`config.mk`:
```
export PLATFORM = sky130hd
export DESIGN_NAME = alu_seq_flat
export DESIGN_NICKNAME = d
export VERILOG_FILES = /design/src/rtl/alu_seq_if.sv /design/src/rtl/alu_seq.sv /design/src/flat_wrapper.sv
export SDC_FILE = /design/constraint.sdc
export NUM_CORES = 1
export LEC_CHECK = 0
export CORE_MARGIN = 2
export CORE_UTILIZATION = 57
export DETAILED_ROUTE_END_ITERATION = 6
export GPL_TIMING_DRIVEN = 0
export PLACE_DENSITY = 0.81
export SLEW_MARGIN = 20
export SYNTH_ARGS = -nofsm -noshare
export SYNTH_HDL_FRONTEND = slang
export SYNTH_SLANG_ARGS = --single-unit
```
`constraint.sdc`:
```
create_clock -name clk -period 6 [get_ports clk]
set_clock_uncertainty 0.05 [all_clocks]
set_input_delay 0.9 -clock clk [delete_from_list [all_inputs] [get_ports clk]]
set_output_delay 0.9 -clock clk [all_outputs]
set_load 0.01 [all_outputs]
```
`src/rtl/alu_seq_if.sv`:
```
// alu_seq_if: handshake/data bundle for the sequential ALU.
//   master : drives start, A, B, sel; observes C, flags, err, busy, done
//   slave  : the ALU side (reverse directions)
// Signals:
//   start        request, sampled by the ALU only while idle
//   A, B         operands (B is also the shift amount)
//   sel          4-bit opcode
//   C            registered result
//   flags        {V,N,Cy,Z}, registered together with C
//   err          last operation used an illegal opcode
//   busy         multi-cycle operation in progress
//   done         one-cycle pulse when C/flags/err update
`timescale 1ns/1ps
interface alu_seq_if #(
    parameter int WIDTH = 8
);
    logic             start;
    logic [WIDTH-1:0] A;
    logic [WIDTH-1:0] B;
    logic [3:0]       sel;
    logic [WIDTH-1:0] C;
    logic [3:0]       flags;
    logic             err;
    logic             busy;
    logic             done;

    modport master (
        output start, A, B, sel,
        input  C, flags, err, busy, done
    );

    modport slave (
        input  start, A, B, sel,
        output C, flags, err, busy, done
    );
endinterface

```
`src/rtl/alu_seq.sv`:
```
// alu_seq: clocked ALU with start/done handshake and registered result/flags.
// Single-cycle ops: ADD, SUB, AND, OR, XOR, CMP (and illegal opcodes).
// SHL/SHR shift one bit per cycle under a down-counter; the optional
// multiply (macro ALU_SEQ_MUL_EN) is a WIDTH-step shift-add.
// Ports:
//   clk    rising-edge clock
//   rst_n  asynchronous active-low reset
//   bus    alu_seq_if.slave (start, A, B, sel -> C, flags, err, busy, done)
// Parameter WIDTH: operand/result width, must be at least 4.
//
// state  | meaning
// -------+------------------------------------------------------------
// IDLE   | waiting for start; single-cycle results written on accept
// SHIFT  | one bit per cycle, counter counts down to terminal count
// MUL    | one partial product per cycle (only with ALU_SEQ_MUL_EN)
// DONE   | C/flags/err just updated, done=1, start ignored
`timescale 1ns/1ps
module alu_seq #(
    parameter int WIDTH = 8
) (
    input  logic     clk,
    input  logic     rst_n,
    alu_seq_if.slave bus
);
    localparam int SHW = $clog2(WIDTH + 1);

    localparam logic [SHW-1:0]   CNT_FULL = SHW'(WIDTH);
    localparam logic [SHW-1:0]   CNT_ONE  = SHW'(1);
    localparam logic [WIDTH-1:0] WIDTH_V  = WIDTH'(WIDTH);

    localparam logic [3:0] OP_ADD = 4'b0000;
    localparam logic [3:0] OP_SUB = 4'b0001;
    localparam logic [3:0] OP_AND = 4'b0010;
    localparam logic [3:0] OP_OR  = 4'b0011;
    localparam logic [3:0] OP_XOR = 4'b0100;
    localparam logic [3:0] OP_SHL = 4'b0101;
    localparam logic [3:0] OP_SHR = 4'b0110;
    localparam logic [3:0] OP_CMP = 4'b0111;
`ifdef ALU_SEQ_MUL_EN
    localparam logic [3:0] OP_MUL = 4'b1000;
`endif

    typedef enum logic [1:0] {
        S_IDLE  = 2'd0,
        S_SHIFT = 2'd1,
        S_MUL   = 2'd2,
        S_DONE  = 2'd3
    } state_t;

    state_t           state_q, state_d;
    logic [SHW-1:0]   cnt_q, cnt_d;
    logic [WIDTH-1:0] w_q, w_d;
    logic [3:0]       op_q, op_d;
    logic [WIDTH-1:0] c_q, c_d;
    logic [3:0]       flags_q, flags_d;
    logic             err_q, err_d;
`ifdef ALU_SEQ_MUL_EN
    logic [WIDTH-1:0] a_q, a_d;
    logic [WIDTH-1:0] hi_q, hi_d;
    logic [WIDTH:0]   mul_sum;
`endif

    logic             accept;
    logic [WIDTH:0]   add_full;
    logic [WIDTH:0]   sub_full;
    logic             add_v;
    logic             sub_v;
    logic [WIDTH-1:0] cmp_res;
    logic [SHW-1:0]   shamt;
    logic             tc;
    logic             sh_left;
    logic [WIDTH-1:0] sh_next;
    logic             sh_out;

    function automatic logic [3:0] mk_flags(input logic [WIDTH-1:0] r,
                                            input logic v,
                                            input logic cy);
        return {v, r[WIDTH-1], cy, (r == '0)};
    endfunction

    assign accept = (state_q == S_IDLE) && bus.start;

    // The extra MSB of the difference is the unsigned borrow.
    assign add_full = {1'b0, bus.A} + {1'b0, bus.B};
    assign sub_full = {1'b0, bus.A} - {1'b0, bus.B};
    assign add_v    = (bus.A[WIDTH-1] == bus.B[WIDTH-1]) &&
                      (add_full[WIDTH-1] != bus.A[WIDTH-1]);
    assign sub_v    = (bus.A[WIDTH-1] != bus.B[WIDTH-1]) &&
                      (sub_full[WIDTH-1] != bus.A[WIDTH-1]);

    always_comb begin
        cmp_res    = '0;
        cmp_res[1] = (bus.A == bus.B);
        cmp_res[0] = (bus.A > bus.B);
    end

    // Shifting WIDTH or more places always clears the word, so clamp.
    assign shamt   = (bus.B >= WIDTH_V) ? CNT_FULL : SHW'(bus.B);
    assign tc      = (cnt_q == CNT_ONE);
    assign sh_left = (op_q == OP_SHL);
    assign sh_next = sh_left ? {w_q[WIDTH-2:0], 1'b0} : {1'b0, w_q[WIDTH-1:1]};
    assign sh_out  = sh_left ? w_q[WIDTH-1] : w_q[0];

`ifdef ALU_SEQ_MUL_EN
    // Product lives in {hi_q, w_q}; multiplier bits are consumed from w_q[0].
    assign mul_sum = {1'b0, hi_q} + (w_q[0] ? {1'b0, a_q} : '0);
`endif

    // State register
    always_ff @(posedge clk or negedge rst_n) begin
        if (!rst_n) begin
            state_q <= S_IDLE;
        end else begin
            state_q <= state_d;
        end
    end

    // Next-state logic
    always_comb begin
        state_d = state_q;
        case (state_q)
            S_IDLE: begin
                if (bus.start) begin
                    case (bus.sel)
                        OP_SHL, OP_SHR: state_d = (shamt == '0) ? S_DONE : S_SHIFT;
`ifdef ALU_SEQ_MUL_EN
                        OP_MUL:         state_d = S_MUL;
`endif
                        default:        state_d = S_DONE;
                    endcase
                end
            end
            S_SHIFT: if (tc) state_d = S_DONE;
`ifdef ALU_SEQ_MUL_EN
            S_MUL:   if (tc) state_d = S_DONE;
`endif
            S_DONE:  state_d = S_IDLE;
            default: state_d = S_IDLE;
        endcase
    end

    // Output logic
    always_comb begin
        bus.busy = (state_q == S_SHIFT) || (state_q == S_MUL);
        bus.done = (state_q == S_DONE);
    end

    assign bus.C     = c_q;
    assign bus.flags = flags_q;
    assign bus.err   = err_q;

    // Datapath registers
    always_ff @(posedge clk or negedge rst_n) begin
        if (!rst_n) begin
            cnt_q   <= '0;
            w_q     <= '0;
            op_q    <= '0;
            c_q     <= '0;
            flags_q <= '0;
            err_q   <= 1'b0;
`ifdef ALU_SEQ_MUL_EN
            a_q     <= '0;
            hi_q    <= '0;
`endif
        end else begin
            cnt_q   <= cnt_d;
            w_q     <= w_d;
            op_q    <= op_d;
            c_q     <= c_d;
            flags_q <= flags_d;
            err_q   <= err_d;
`ifdef ALU_SEQ_MUL_EN
            a_q     <= a_d;
            hi_q    <= hi_d;
`endif
        end
    end

    // Datapath next values; C/flags/err only change on the edge entering DONE.
    always_comb begin
        cnt_d   = cnt_q;
        w_d     = w_q;
        op_d    = op_q;
        c_d     = c_q;
        flags_d = flags_q;
        err_d   = err_q;
`ifdef ALU_SEQ_MUL_EN
        a_d     = a_q;
        hi_d    = hi_q;
`endif
        case (state_q)
            S_IDLE: begin
                if (accept) begin
                    op_d = bus.sel;
                    case (bus.sel)
                        OP_ADD: begin
                            c_d     = add_full[WIDTH-1:0];
                            flags_d = mk_flags(add_full[WIDTH-1:0], add_v, add_full[WIDTH]);
                            err_d   = 1'b0;
                        end
                        OP_SUB: begin
                            c_d     = sub_full[WIDTH-1:0];
                            flags_d = mk_flags(sub_full[WIDTH-1:0], sub_v, sub_full[WIDTH]);
                            err_d   = 1'b0;
                        end
                        OP_AND: begin
                            c_d     = bus.A & bus.B;
                            flags_d = mk_flags(bus.A & bus.B, 1'b0, 1'b0);
                            err_d   = 1'b0;
                        end
                        OP_OR: begin
                            c_d     = bus.A | bus.B;
                            flags_d = mk_flags(bus.A | bus.B, 1'b0, 1'b0);
                            err_d   = 1'b0;
                        end
                        OP_XOR: begin
                            c_d     = bus.A ^ bus.B;
                            flags_d = mk_flags(bus.A ^ bus.B, 1'b0, 1'b0);
                            err_d   = 1'b0;
                        end
                        OP_SHL, OP_SHR: begin
                            cnt_d = shamt;
                            w_d   = bus.A;
                            if (shamt == '0) begin
                                c_d     = bus.A;
                                flags_d = mk_flags(bus.A, 1'b0, 1'b0);
                                err_d   = 1'b0;
                            end
                        end
                        OP_CMP: begin
                            c_d     = cmp_res;
                            flags_d = mk_flags(cmp_res, 1'b0, 1'b0);
                            err_d   = 1'b0;
                        end
`ifdef ALU_SEQ_MUL_EN
                        OP_MUL: begin
                            cnt_d = CNT_FULL;
                            a_d   = bus.A;
                            w_d   = bus.B;
                            hi_d  = '0;
                        end
`endif
                        default: begin
                            c_d     = '0;
                            flags_d = 4'b0001;
                            err_d   = 1'b1;
                        end
                    endcase
                end
            end
            S_SHIFT: begin
                cnt_d = cnt_q - CNT_ONE;
                w_d   = sh_next;
                if (tc) begin
                    c_d     = sh_next;
                    flags_d = mk_flags(sh_next, 1'b0, sh_out);
                    err_d   = 1'b0;
                end
            end
`ifdef ALU_SEQ_MUL_EN
            S_MUL: begin
                cnt_d = cnt_q - CNT_ONE;
                hi_d  = mul_sum[WIDTH:1];
                w_d   = {mul_sum[0], w_q[WIDTH-1:1]};
                if (tc) begin
                    c_d     = {mul_sum[0], w_q[WIDTH-1:1]};
                    flags_d = mk_flags({mul_sum[0], w_q[WIDTH-1:1]}, 1'b0,
                                       |mul_sum[WIDTH:1]);
                    err_d   = 1'b0;
                end
            end
`endif
            default: ;
        endcase
    end
endmodule
```
`src/flat_wrapper.sv`:
```
// flat-port wrapper written by rule: the top's interface ports become plain ports
module alu_seq_flat 
#(
    parameter int WIDTH = 8
)
  (clk, rst_n, bus_start, bus_A, bus_B, bus_sel, bus_C, bus_flags, bus_err, bus_busy, bus_done);
  alu_seq_if #(.WIDTH(WIDTH)) bus_i ();
  input  logic clk;
  input  logic rst_n;
  input wire logic [$bits(bus_i.start)-1:0] bus_start;
  input wire logic [$bits(bus_i.A)-1:0] bus_A;
  input wire logic [$bits(bus_i.B)-1:0] bus_B;
  input wire logic [$bits(bus_i.sel)-1:0] bus_sel;
  output wire logic [$bits(bus_i.C)-1:0] bus_C;
  output wire logic [$bits(bus_i.flags)-1:0] bus_flags;
  output wire logic [$bits(bus_i.err)-1:0] bus_err;
  output wire logic [$bits(bus_i.busy)-1:0] bus_busy;
  output wire logic [$bits(bus_i.done)-1:0] bus_done;
  assign bus_i.start = bus_start;
  assign bus_i.A = bus_A;
  assign bus_i.B = bus_B;
  assign bus_i.sel = bus_sel;
  assign bus_C = bus_i.C;
  assign bus_flags = bus_i.flags;
  assign bus_err = bus_i.err;
  assign bus_busy = bus_i.busy;
  assign bus_done = bus_i.done;
  alu_seq #(.WIDTH(WIDTH)) u_core (.clk(clk), .rst_n(rst_n), .bus(bus_i));
endmodule
```
# Yosys cells after proc, flatten, opt, wreduce, memory -nomap -nowiden
# Cells that the tools add are included.
totals:
  regBits: 31
  input_bits: 23
  output_inout_bits: 15
  elab_cells: 88
op_classes:
  n_addsub: 3
  n_lt_le_gt_ge: 2
  n_eq_ne: 22
  mux: 29
  bitwise: 3
  n_reduce_logical: 22
ops:
  columns: ["op", "count"]
  rows:
  - ["8-bit zero test", 8]
  - ["8-bit case mux with 7 select lines", 1]
  - ["8-bit 2-to-1 mux", 6]
  - ["8-bit case mux with 2 select lines", 2]
  - ["4-bit case mux with 7 select lines", 1]
  - ["4-bit 2-to-1 mux", 6]
  - ["4-bit by 3-bit == test with 1-bit output, second input constant", 5]
  - ["4-bit case mux with 2 select lines", 2]
  - ["8-bit by 8-bit adder with 9-bit output", 1]
  - ["8-bit by 8-bit subtractor with 9-bit output", 1]
  - ["8-bit bitwise AND", 1]
  - ["4-bit by 1-bit == test with 1-bit output, second input constant", 2]
  - ["4-bit by 2-bit == test with 1-bit output, second input constant", 2]
  - ["8-bit == test", 1]
  - ["8-bit by 4-bit >= comparator with 1-bit output, second input constant", 1]
  - ["8-bit greater-than comparator", 1]
  - ["4-bit zero test", 2]
  - ["2-bit 2-to-1 mux", 4]
  - ["8-bit bitwise OR", 1]
  - ["8-bit XOR", 1]
  - ["6-bit OR reduction", 1]
  - ["2-bit == test, second input constant", 2]
  - ["1-bit 2-to-1 mux", 4]
  - ["2-bit by 1-bit inequality test with 1-bit output, second input constant", 2]
  - ["16 further kinds", 23]

# Logic depth before layout (Yosys ltp)
# Gate-level depths: netlist (run 1).
depth:
  ltp_word: 7
  ltp_mapped: 11
  ltp_nobuf: 10

# Least setup slack after synthesis (run 1)
# OpenSTA, ideal clock, no wires.
synth_timing:
  path_kind: "input -> register"
  start: "input port bus_B[2]"
  end: "register u_core.c_q[0] (netlist: u_core.bus.C[0])"
  setup_ps: 132
  arrival_ps: 2644
  t_required_ps: 5818
  path_slack_ps: 3173
  cell_stages: 9
  cell_sequence: "inv_1 > ha_1 > clkbuf_1 > o21bai_1 > a211oi_1 > o21bai_1 > a221o_1 > a21oi_1 > o21ai_1"
synth_via:
  elab_chain_cells: 5
  elab_cells_between_ends: 9
synth_rtl:
  columns: ["element", "line_no", "source"]
  rows:
  - ["start, declared", "flat_wrapper.sv:12", "input wire logic [$bits(bus_i.B)-1:0] bus_B;"]
  - ["8-bit by 4-bit >= comparator with 1-bit output", "alu_seq.sv:98", "assign shamt = (bus.B >= WIDTH_V) ? CNT_FULL : SHW'(bus.B);"]
  - ["4-bit 2-to-1 mux", "alu_seq.sv:98", null]
  - ["4-bit zero test", "alu_seq.sv:224", "if (shamt == '0) begin"]
  - ["3-bit inequality test (no line)", null, null]
  - ["4-bit AND reduction (no line)", null, null]
  - ["end signal, assigned", "alu_seq.sv:158", "c_q <= '0;"]
  - ["end signal, assigned", "alu_seq.sv:169", "c_q <= c_d;"]
  - ["end, declared", "alu_seq.sv:54", "logic [WIDTH-1:0] c_q, c_d;"]
# Several ways; a longest one is shown, not always the timed one. The select of a mux whose other input is x is not followed.
# A chain may end at the register's enable or synchronous reset.

# Worst setup path in the final report (run 1)
layout_timing:
  start: "input port bus_A[1]"
  end: "register u_core.flags_q[3] (netlist: u_core.bus.flags[3])"
layout_via:
  elab_chain_cells: 6
  elab_cells_between_ends: 9
layout_rtl:
  columns: ["element", "line_no", "source"]
  rows:
  - ["start, declared", "flat_wrapper.sv:11", "input wire logic [$bits(bus_i.A)-1:0] bus_A;"]
  - ["8-bit by 8-bit subtractor with 9-bit output / 8-bit by 8-bit adder with 9-bit output (equally long branches)", "alu_seq.sv:85, alu_seq.sv:84", null]
  - ["1-bit inequality test, on equally long branches", "alu_seq.sv:89, alu_seq.sv:87", null]
  - ["1-bit logical AND, on equally long branches", "alu_seq.sv:88, alu_seq.sv:86", null]
  - ["4-bit case mux with 7 select lines (*)", "alu_seq.sv:195", "case (bus.sel)"]
  - ["4-bit 2-to-1 mux (*)", "alu_seq.sv:193", "if (accept) begin"]
  - ["4-bit case mux with 2 select lines (*)", "alu_seq.sv:191", "case (state_q)"]
  - ["end signal, assigned", "alu_seq.sv:170", "flags_q <= flags_d;"]
  - ["end, declared", "alu_seq.sv:55", "logic [3:0] flags_q, flags_d;"]
# Mark *: on every way between the ends. The rest lies on a longest branch, timed or not. The select of a mux whose other input is x is not followed.

==> flow_metrics.py, run 1 <==
metrics = {
    "outcome": {
        "status": "finished clean",
    },
    "placed_design": {
        "hpwlAfterDp_um": 7910,
        "routabilityCongestion": 0.985,
        "portBuffers": 34,
    },
    "clock_network": {
        "cts_buffer_depth": 2,
        "clk_latency_ps": 280,
        "cts_buffers": 5,
        "cts-root-buf": "clkbuf_8",
        "path_clk_slew_ps": 60,
        "cts-hold-fix-buffers": 0,
        "cts_tree": "done",
        "htree_levels": 2,
        "cts_resized": 0,
        "cts_sinks": 30,
        "cts_setup_buffers": 0,
    },
    "logic_synthesis": {
        "syn-num-nets": 456,
        "synth_area_leaders": "dfrtp_1 24%, ha_1 12%, nand2_1 5.7%",
        "ys_seq_elements": 30,
        "ys.flop_type": "dfrtp_1",
        "synth_top_area_share": 0.238,
        "syn-cell-area_sq_um": 3160,
        "synth-edff-count": 0,
        "synth.distinct_cells": 68,
        "yosysWarnings": 0,
        "async_flop_share": 1.00,
        "yosys.area.top_type": "dfrtp_1",
        "syn_inst": 401,
        "ys_seq_area_frac": 0.238,
        "synth_area_per_cell_sq_um": 7.87,
    },
    "floorplan": {
        "chipWidth_um": 78.4,
        "die_area_sq_um": 6150,
        "die_h_um": 78.4,
        "rows": 27,
        "coreArea_sq_um": 5440,
        "start_util": 0.580,
        "ios": 38,
    },
    "global_route": {
        "grt_overflow_total": 0,
        "grt_pass1_vias": 3109,
        "grt_usage": 0.343,
        "grt_max_degree": 31,
        "antenna_found_initial": 0,
        "grt_pass1_wl_um": 16100,
    },
    "power": {
        "switching_share": 0.447,
        "clockPowerShare": 0.128,
        "power.total_uw": 1300,
        "power_frac_seq": 0.284,
        "p_per_area_nw_per_um2": 355,
        "ir_worst_vdd_mv": 0.220,
        "p_int_uw": 721,
        "switchingPower_uw": 583,
        "power_frac_comb": 0.588,
        "p_leak_uw": 0.00155,
    },
    "sta": {
        "grt_setup_unrepaired": "no",
        "worst_slew_pin_slew_ps": 816,
        "holdWs_ps": 429,
        "setup_tns_ps": 0,
        "finalSetupViolCount": 0,
        "slew_headroom": 0.451,
        "hold_viol": 0,
        "drv_slew": 0,
        "min_period_ps": 3820,
        "period_share": 0.637,
        "clock.fmax_mhz": 261,
    },
    "layout": {
        "fillers": 487,
        "drive_above_1_share": 0.0700,
        "area_growth_pct": 16.4,
        "final_nets": 497,
        "n_antenna_cell": 0,
    },
    "critical_path": {
        "worstPathRequired_ps": 6120,
        "cp_data_arrival_time_ps": 3940,
        "path_max_fanout": 6,
        "path_class": "primary input to flop",
        "worstSetupEndpointType": "flop",
        "rr_worst_depth": 9,
        "r2r_slack_ps": 3350,
        "start_kind": "primary input",
    },
    "route": {
        "vias": 3329,
        "drtAntennaViolNets": 0,
        "routed_wl_um": 10100,
        "firstDrtPassIters": 5,
        "drc": 0,
        "drt_iter0_drc": 226,
        "viasPerCell": 6.46,
        "route.met2.wl_um": 4740,
        "dr.max_layer_used": "met4",
        "wl_per_cell_um": 19.6,
        "wl_met1_um": 4210,
        "wl_met3_um": 660,
    },
    "worst_hold_path": {
        "whs_path_depth": 2,
        "hold_path_class": "flop to flop",
    },
    "flow_run": {
        "maxCapViolations": 0,
    },
}
state kept, by name (all words and copies together), names as in the netlist:
register,cells
u_core.w_q,8
u_core.bus.C,7
u_core.bus.flags,4
u_core.bus.err,1
u_core.op_q,4
u_core.state_q,2
u_core.cnt_q,4
critical path, stage by stage:
cell             delay, ps
clkdlybuf4s50_1        760
inv_1                  200
ha_1                   390
a211oi_2               380
nor3_1                 180
o41ai_1                540
xnor2_1                190
nor3_1                  60
a31oi_1                250
o31ai_1                 90
per-stage QoR:
step | utilization | instance area, sq um | std cells | setup slack, ps
floorplan | - | 3160 | 401 | 3170
global placement | 0.660 | 3590 | 507 | 1970
detailed placement | 0.659 | 3580 | 507 | 2020
CTS | 0.675 | 3670 | 515 | 2300
global route | 0.675 | 3670 | 515 | 2030
finish | 0.675 | 3670 | 515 | 2180
cells by family (layout without fill, tap and decap cells):
kind of cell	after synthesis	count (layout)	synth area share
buffers and inverters	57	99	0.0709
adder cells (fa/ha/maj)	32	32	0.132
multiplexers	11	11	0.0377
AND/OR/NAND/NOR	149	149	0.241
XOR/XNOR	12	12	0.0333
flip-flops	30	30	0.238
AO/OA/AOI/OAI	110	110	0.248
power by group through the flow:
stage | logic [uW] | registers, uW | clock network, uW
after detailed placement | 752 | 371 | 0
after global placement | 731 | 365 | 0
after floorplan | 489 | 369 | 0
final | 766 | 370 | 167
after global routing | 841 | 381 | 176
after CTS | 756 | 368 | 167
metal layers:
metal	vias up	global-route usage
met5	-	0
met4	0	0.177
met3	42	0.0356
met2	178	0.566
met1	1573	0.445
li1	1536	-
Yosys cell counts (all sizes together), types with 7 or more instances:
library cell and n:
a21oi 19, a31oi 9, clkbuf 23, dfrtp 30
ha 30, inv 30, mux2 7, nand2 48
nand3 10, nor2 32, nor2b 9, nor3 10
nor4 12, o21ai 25, o31ai 7, xor2 7
path summary, 6_finish.rpt:
| path | startpoint | end |
|---|---|---|
| hold / removal | u_core.cnt_q[1]$_DFFE_PN0P_ | u_core.cnt_q[1]$_DFFE_PN0P_ |
| setup reg to reg | u_core.state_q[1]$_DFFE_PN0P_ | u_core.w_q[7]$_DFFE_PN0P_ |
| hold reg to reg | u_core.cnt_q[1]$_DFFE_PN0P_ | u_core.cnt_q[1]$_DFFE_PN0P_ |
| max in group asynchronous | rst_n | u_core.w_q[7]$_DFFE_PN0P_ |
| setup / recovery | bus_A[1] | u_core.bus.flags[3]$_DFFE_PN0P_ |
| min in group asynchronous | rst_n | u_core.op_q[3]$_DFFE_PN0P_ |
cells in the final DEF (no fill, tap or decap), types with 3 or more instances in the layout:
cell	count
o22ai_1	3
a21oi_1	19
nor2b_1	9
o31ai_1	7
dfrtp_1	30
nor3b_1	3
nor2_1	32
o21ai_0	20
nand4_1	6
nand2b_1	5
mux2_2	7
buf_2	3
mux2i_1	4
nor4_1	12
nand3_1	10
a211oi_1	4
o221ai_1	4
nor3_1	9
inv_1	29
o21bai_1	4
a31oi_1	8
clkbuf_1	24
o311ai_0	3
ha_1	30
clkbuf_8	6
xor2_1	7
nand2_1	48
a22o_1	4
clkdlybuf4s50_1	33
o21ai_1	5
xnor2_1	5
layout make-up:
cell class / instances / area [sq um] / area share
buffer: 27 / 111 / 0.0303
clock buffer: 7 / 86.3 / 0.0235
clock inverter: 1 / 5.00 / 0.00136
inverter: 30 / 113 / 0.0307
multi-input combinational: 314 / 2180 / 0.594
sequential: 30 / 751 / 0.204
tap: 72 / 90.1 / 0.0245
timing repair buffer: 34 / 335 / 0.0913
Power figures use the tool's default switching activity.
==> run 2: changes to the inputs <==
- clock period: 6 -> 3.7 ns (I/O delays scaled with it)
==> results of run 2 <==
The final DEF is identical to that of run 1. Status: finished clean.
Main changes from that run: setup slack after placement 2020 ps -> 62.4 ps; setup slack after layout 2180 ps -> 220 ps; hold slack 429 ps -> 246 ps; register-to-register setup slack 3350 ps -> 1050 ps; total power 1300 uW -> 2110 uW; worst IR drop on VDD 0.220 mV -> 0.356 mV
